`config.mk`:
```
export PLATFORM = sky130hd
export DESIGN_NAME = cdr_byte_aligner
export DESIGN_NICKNAME = d
export VERILOG_FILES = /design/src/rtl/cdr_pkg.sv /design/src/rtl/cdr_sync_search.sv /design/src/rtl/cdr_byte_aligner.sv
export SDC_FILE = /design/constraint.sdc
export NUM_CORES = 1
export LEC_CHECK = 0
export CAP_MARGIN = 40
export CORE_MARGIN = 10
export CORE_UTILIZATION = 45
export DETAILED_ROUTE_END_ITERATION = 7
export HOLD_SLACK_MARGIN = 0.15
export PLACE_DENSITY = 0.66
export SKIP_LAST_GASP = 1
export SYNTH_ARGS = -nofsm -noshare
export SYNTH_HDL_FRONTEND = slang
export SYNTH_SLANG_ARGS = --single-unit
```
`constraint.sdc`:
```
create_clock -name aclk -period 4.6 [get_ports aclk]
set_input_delay 0.92 -clock aclk [delete_from_list [all_inputs] [get_ports aclk]]
set_output_delay 0.92 -clock aclk [all_outputs]
set_load 0.02 [all_outputs]
```
`src/rtl/cdr_pkg.sv`:
```
// Shared types and helpers for the CDR byte aligner: FSM state encoding,
// default sync byte and the bit-window candidate extractor.
package cdr_pkg;

  typedef enum logic [1:0] {
    HUNT   = 2'd0,
    VERIFY = 2'd1,
    LOCKED = 2'd2
  } t_align_state;

  localparam logic [7:0] CDR_SYNC_WORD = 8'hBC;

  // Byte starting at bit k of the 16-bit window; bit 0 is the oldest bit.
  function automatic logic [7:0] cdr_candidate(input logic [15:0] window,
                                               input logic [2:0]  k);
    logic [15:0] shifted;
    shifted = window >> k;
    return shifted[7:0];
  endfunction

endpackage

```
`src/rtl/cdr_sync_search.sv`:
```
// Combinational 8-way sync search over a 16-bit window, zero latency,
// no flow control; reports a hit and the lowest matching bit offset.
module cdr_sync_search
  import cdr_pkg::*;
(
  input  logic [15:0] window,
  input  logic [7:0]  sync_word,
  output logic        hit,
  output logic [2:0]  offset
);

  // Descending scan so the lowest matching offset is the one that sticks.
  always_comb begin
    hit    = 1'b0;
    offset = 3'd0;
    for (int k = 7; k >= 0; k--) begin
      if (cdr_candidate(window, 3'(k)) == sync_word) begin
        hit    = 1'b1;
        offset = 3'(k);
      end
    end
  end

endmodule

```
`src/rtl/cdr_byte_aligner.sv`:
```
// Hunts/verifies/locks onto a periodic sync byte and re-emits byte-aligned beats, 1-cycle latency,
// no backpressure (every s_tvalid beat is consumed); CDR_ALIGN_STATS_EN adds lock-loss/sync-error counters.
module cdr_byte_aligner
  import cdr_pkg::*;
#(
  parameter logic [7:0] SYNC_WORD  = CDR_SYNC_WORD,
  parameter int         FRAME_LEN  = 16,
  parameter int         LOCK_CNT   = 3,
  parameter int         UNLOCK_CNT = 4
) (
  input  logic        aclk,
  input  logic        aresetn,
  input  logic        s_tvalid,
  input  logic [7:0]  s_tdata,
  output logic        m_tvalid,
  output logic [7:0]  m_tdata,
  output logic        m_tuser,
  output logic        locked,
  output logic [2:0]  bit_offset
`ifdef CDR_ALIGN_STATS_EN
  ,
  output logic [15:0] lock_loss_cnt,
  output logic [15:0] sync_err_cnt
`endif
);

  localparam int BW = $clog2(FRAME_LEN);
  localparam int GW = $clog2(LOCK_CNT + 1);
  localparam int UW = $clog2(UNLOCK_CNT + 1);

  localparam logic [BW-1:0] BEAT_LAST = BW'(FRAME_LEN - 1);
  localparam logic [GW-1:0] GOOD_LAST = GW'(LOCK_CNT - 1);
  localparam logic [UW-1:0] BAD_LAST  = UW'(UNLOCK_CNT - 1);

  t_align_state  state;
  logic [7:0]    prev_byte;
  logic [BW-1:0] beat_cnt;
  logic [GW-1:0] good_cnt;
  logic [UW-1:0] bad_cnt;

  logic [15:0]   window;
  logic [7:0]    cand;
  logic          hit;
  logic [2:0]    hit_offset;
  logic          sync_pos;
  logic          sync_ok;
  logic          lose;
  logic [BW-1:0] beat_nxt;

  assign window   = {s_tdata, prev_byte};
  assign cand     = cdr_candidate(window, bit_offset);
  assign sync_pos = (beat_cnt == '0);
  assign sync_ok  = (cand == SYNC_WORD);
  assign beat_nxt = (beat_cnt == BEAT_LAST) ? '0 : beat_cnt + 1'b1;
  assign lose     = (state == LOCKED) && sync_pos && !sync_ok && (bad_cnt == BAD_LAST);
  assign locked   = (state == LOCKED);

  cdr_sync_search u_search (
    .window    (window),
    .sync_word (SYNC_WORD),
    .hit       (hit),
    .offset    (hit_offset)
  );

  always_ff @(posedge aclk or negedge aresetn) begin
    if (!aresetn) begin
      state      <= HUNT;
      prev_byte  <= 8'd0;
      beat_cnt   <= '0;
      good_cnt   <= '0;
      bad_cnt    <= '0;
      bit_offset <= 3'd0;
      m_tvalid   <= 1'b0;
      m_tdata    <= 8'd0;
      m_tuser    <= 1'b0;
    end else if (s_tvalid) begin
      prev_byte <= s_tdata;
      // Only beats seen with the state register already LOCKED are emitted.
      m_tvalid  <= (state == LOCKED);
      case (state)
        HUNT: begin
          if (hit) begin
            bit_offset <= hit_offset;
            beat_cnt   <= BW'(1);
            good_cnt   <= GW'(1);
            bad_cnt    <= '0;
            state      <= (LOCK_CNT == 1) ? LOCKED : VERIFY;
          end
        end
        VERIFY: begin
          beat_cnt <= beat_nxt;
          if (sync_pos) begin
            if (sync_ok) begin
              good_cnt <= good_cnt + 1'b1;
              if (good_cnt == GOOD_LAST) begin
                bad_cnt <= '0;
                state   <= LOCKED;
              end
            end else begin
              good_cnt <= '0;
              state    <= HUNT;
            end
          end
        end
        LOCKED: begin
          beat_cnt <= beat_nxt;
          m_tdata  <= cand;
          m_tuser  <= sync_pos && !lose;
          if (sync_pos) begin
            if (sync_ok) begin
              bad_cnt <= '0;
            end else if (lose) begin
              bad_cnt  <= '0;
              good_cnt <= '0;
              state    <= HUNT;
            end else begin
              bad_cnt <= bad_cnt + 1'b1;
            end
          end
        end
        default: state <= HUNT;
      endcase
    end else begin
      m_tvalid <= 1'b0;
    end
  end

`ifdef CDR_ALIGN_STATS_EN
  logic sync_err;
  assign sync_err = ((state == VERIFY) || (state == LOCKED)) && sync_pos && !sync_ok;

  always_ff @(posedge aclk or negedge aresetn) begin
    if (!aresetn) begin
      lock_loss_cnt <= 16'd0;
      sync_err_cnt  <= 16'd0;
    end else if (s_tvalid) begin
      if (lose && (lock_loss_cnt != 16'hFFFF)) lock_loss_cnt <= lock_loss_cnt + 16'd1;
      if (sync_err && (sync_err_cnt != 16'hFFFF)) sync_err_cnt <= sync_err_cnt + 16'd1;
    end
  end
`endif

endmodule

```
==> flow_metrics.py <==
metrics = {
    "layout": {
        "regArea_um2": 801,
        "area_delta_synth_final_pct": 15.2,
        "fill_cells": 460,
        "multi_input_area_mm2": 0.00144,
        "fin_nets": 245,
        "diodes": 0,
        "final_area_mm2": 0.00274,
        "drive_gt1_frac": 0.189,
    },
    "worst_setup_path": {
        "crit_path_start_kind": "input port",
        "worstSetupPathType": "input port to register",
        "reg2reg_depth": 6,
        "reg2reg_from": "bit_offset[1]",
        "crit_path_end_kind": "register",
        "critPathRequiredTime_ns": 4.78,
        "r2r_end": "state[0]",
        "arrival_ns": 3.40,
        "timing.reg2reg.setup_slack_ns": 2.05,
        "worst-path-max-fanout": 14,
    },
    "clock_tree": {
        "ctsHoldBuffers": 0,
        "clockRootBuffer": "clkbuf_8",
        "clk_pin_slew_worst_paths_ns": 0.07,
        "cts_resized": 0,
        "post_cts_buffers": 0,
        "clkLatencyLatePin_ns": 0.29,
        "clock_path_buffers": 2,
        "clock-sinks": 32,
        "cts_max_level": 2,
        "cts_made_buffers": 5,
        "cts_tree": "built",
    },
    "pwr": {
        "power.density_mw_per_mm2": 505,
        "pwr-share-comb": 0.482,
        "p_int_w": 0.000856,
        "vdd_drop_max_v": 0.000268,
        "cellLeakagePower_nw": 1.04,
        "swShare": 0.381,
        "clkPwrFrac": 0.172,
        "switchingPower_w": 0.000527,
        "power_frac_seq": 0.347,
    },
    "floorplan": {
        "fp.dieW_um": 92.6,
        "num_rows": 26,
        "die_h_um": 92.6,
        "coreArea_mm2": 0.00511,
        "dieArea_mm2": 0.00858,
        "ios": 25,
        "initial_utilization": 0.465,
    },
    "timing": {
        "clock.fmax_ghz": 0.310,
        "rsz0062_at_grt": "no",
        "slew_violations": 0,
        "period_minus_slack_ns": 3.22,
        "tns_ns": 0,
        "layout_setup_ws_ns": 1.38,
        "setup_viol": 0,
        "hold_violations": 0,
        "worst_pin_slew_ns": 0.696,
        "slew_headroom": 0.536,
        "fin_crit_sh": 0.701,
        "skew_ns": 0.00497,
    },
    "logic_synthesis": {
        "synth_common_cells": "dfrtp_1 (32), nor2_1 (18), inv_1 (14), mux2_2 (12), nand2_1 (12)",
        "synth_top_area_cell": "dfrtp_1",
        "synth_edf_count": 0,
        "synth_area_mm2": 0.00237,
        "synth-main-ff-cell": "dfrtp_1",
        "synth_top_area_share": 0.337,
        "yosys_warnings": 0,
        "syn_inst": 205,
        "syn-num-nets": 223,
        "ys_ff_latch": 32,
        "yosysUniqueCellTypes": 59,
        "avgSynthCellArea_um2": 11.6,
        "synth_area_leaders": "dfrtp_1 (34%), mux4_1 (7.7%), mux2_2 (5.7%)",
        "async_reset_ff_frac": 1.00,
        "synth-seq-area-share": 0.337,
        "yosysMostFrequentCell": "dfrtp_1",
    },
    "outcome": {
        "status": "finished clean",
    },
    "global_routing": {
        "grt_util_all_layers": 0.124,
        "grt_pass1_vias": 1696,
        "grt_max_degree": 33,
        "grt_pass1_wl_mm": 8.70,
        "antenna_found_initial": 0,
        "gr-total-overflow": 0,
    },
    "worst_hold_path": {
        "min_to": "m_tdata[5]",
        "min_from": "m_tdata[5]",
        "worstHoldPathCells": 1,
        "hp-class": "register to register",
    },
    "drt": {
        "drt_iter0_drc": 119,
        "vias_per_cell": 5.82,
        "drc": 0,
        "vias": 1729,
        "dr.pass1.iters": 4,
        "wire_per_inst_um": 17.0,
        "wirelength_mm": 5.04,
        "ant_nets": 0,
    },
    "place": {
        "pre_cts_ws_ns": 1.06,
        "hpwl_mm": 3.60,
        "port_buffers": 24,
        "routabilityCongestion": 0.845,
        "dpl-instance-area_mm2": 0.00264,
    },
    "run": {
        "drv_cap": 0,
    },
}
worst max-delay path, stage by stage:
cell	delay [ns]
clkdlybuf4s50_1	0.64
nand4bb_1	0.35
a2111oi_4	0.47
a31oi_4	0.11
a311oi_1	0.36
a21boi_2	0.24
mux2_4	0.30
cells in the final DEF, fill, tap and decap left out, types with 2 or more instances in the layout:
master | netlist | layout
a31oi_2 | 2 | 2
o21ai_0 | 4 | 4
nand3b_1 | 3 | 3
nor3b_1 | 2 | 2
clkbuf_8 | 0 | 7
nand3_1 | 4 | 4
dfrtp_1 | 32 | 32
nor3_1 | 2 | 2
o22ai_1 | 2 | 2
inv_1 | 14 | 14
clkdlybuf4s50_1 | 0 | 24
a22o_1 | 4 | 4
o211ai_1 | 2 | 2
a31oi_1 | 2 | 2
a311oi_1 | 3 | 3
mux2i_4 | 2 | 2
mux2i_1 | 4 | 4
nor2b_1 | 2 | 2
nand4bb_1 | 3 | 3
nand2_1 | 12 | 12
a31oi_4 | 2 | 2
buf_4 | 1 | 3
mux2_2 | 12 | 12
mux4_2 | 6 | 6
ha_1 | 7 | 7
mux4_1 | 7 | 7
a22oi_1 | 2 | 2
o21ai_1 | 3 | 3
a21oi_1 | 9 | 9
nand2b_1 | 2 | 2
nor2_1 | 18 | 18
a32o_1 | 2 | 2
power groups by stage:
stage	clock network (W)	logic (W)	registers, W
2_1_floorplan	0	0.000490	0.000491
3_3_place_gp	0	0.000661	0.000481
3_5_place_dp	0	0.000673	0.000484
4_1_cts	0.000244	0.000675	0.000480
5_1_grt	0.000258	0.000735	0.000499
6_report	0.000237	0.000666	0.000480
area by class of cell:
cell class	count	area share
clock buffer	7	0.0352
sequential	32	0.293
tap	70	0.0320
multi-input combinational	147	0.525
timing repair buffer	27	0.0961
inverter	14	0.0192
registers in the layout (all words and copies together) (netlist names):
register and count:
bad_cnt 3, beat_cnt 4, bit_offset 3, good_cnt 2, m_tdata 8, m_tuser 1, m_tvalid 1, prev_byte 8
state 2
per-layer routing:
metal / routed length [um] / share of wire / vias up / GRT usage
met2: 2310 / 0.46 / 45 / 0.186
met5: 0 / 0 / - / 0
met1: 2320 / 0.46 / 841 / 0.166
li1: - / - / 836 / -
met4: 68 / 0.014 / 0 / 0.0270
met3: 339 / 0.067 / 7 / 0.0468
per-stage QoR:
step / total power (W) / hold slack (ns) / cells / utilization
3_5_place_dp: 0.00116 / 0.495 / 290 / 0.517
3_3_place_gp: 0.00114 / 0.496 / 290 / 0.517
4_1_cts: 0.00140 / 0.510 / 297 / 0.536
5_1_grt: 0.00149 / 0.530 / 297 / 0.536
6_report: 0.00138 / 0.507 / 297 / 0.536
2_1_floorplan: 0.000981 / 0.470 / 205 / -
worst max path at each step:
stage | slack (ns) | depth (start not counted) | startpoint | end
after floorplan | 1.88 | 7 | s_tdata[1] | state[0]
after global placement | 1.13 | 7 | s_tdata[0] | state[0]
after detailed placement | 1.06 | 7 | s_tdata[0] | state[0]
after CTS | 1.38 | 7 | s_tdata[0] | state[0]
after global routing | 1.28 | 7 | s_tdata[0] | state[0]
final | 1.38 | 7 | s_tdata[0] | state[0]
logic make-up after synthesis:
family | count (synthesis) | synth area share
flip-flops | 32 | 0.337
adder cells (fa/ha/maj) | 7 | 0.0369
multiplexers | 32 | 0.233
AO/OA/AOI/OAI | 49 | 0.174
buffers and inverters | 26 | 0.0585
AND/OR/NAND/NOR | 59 | 0.160
Note: power is estimated with default switching activity, not from simulation.
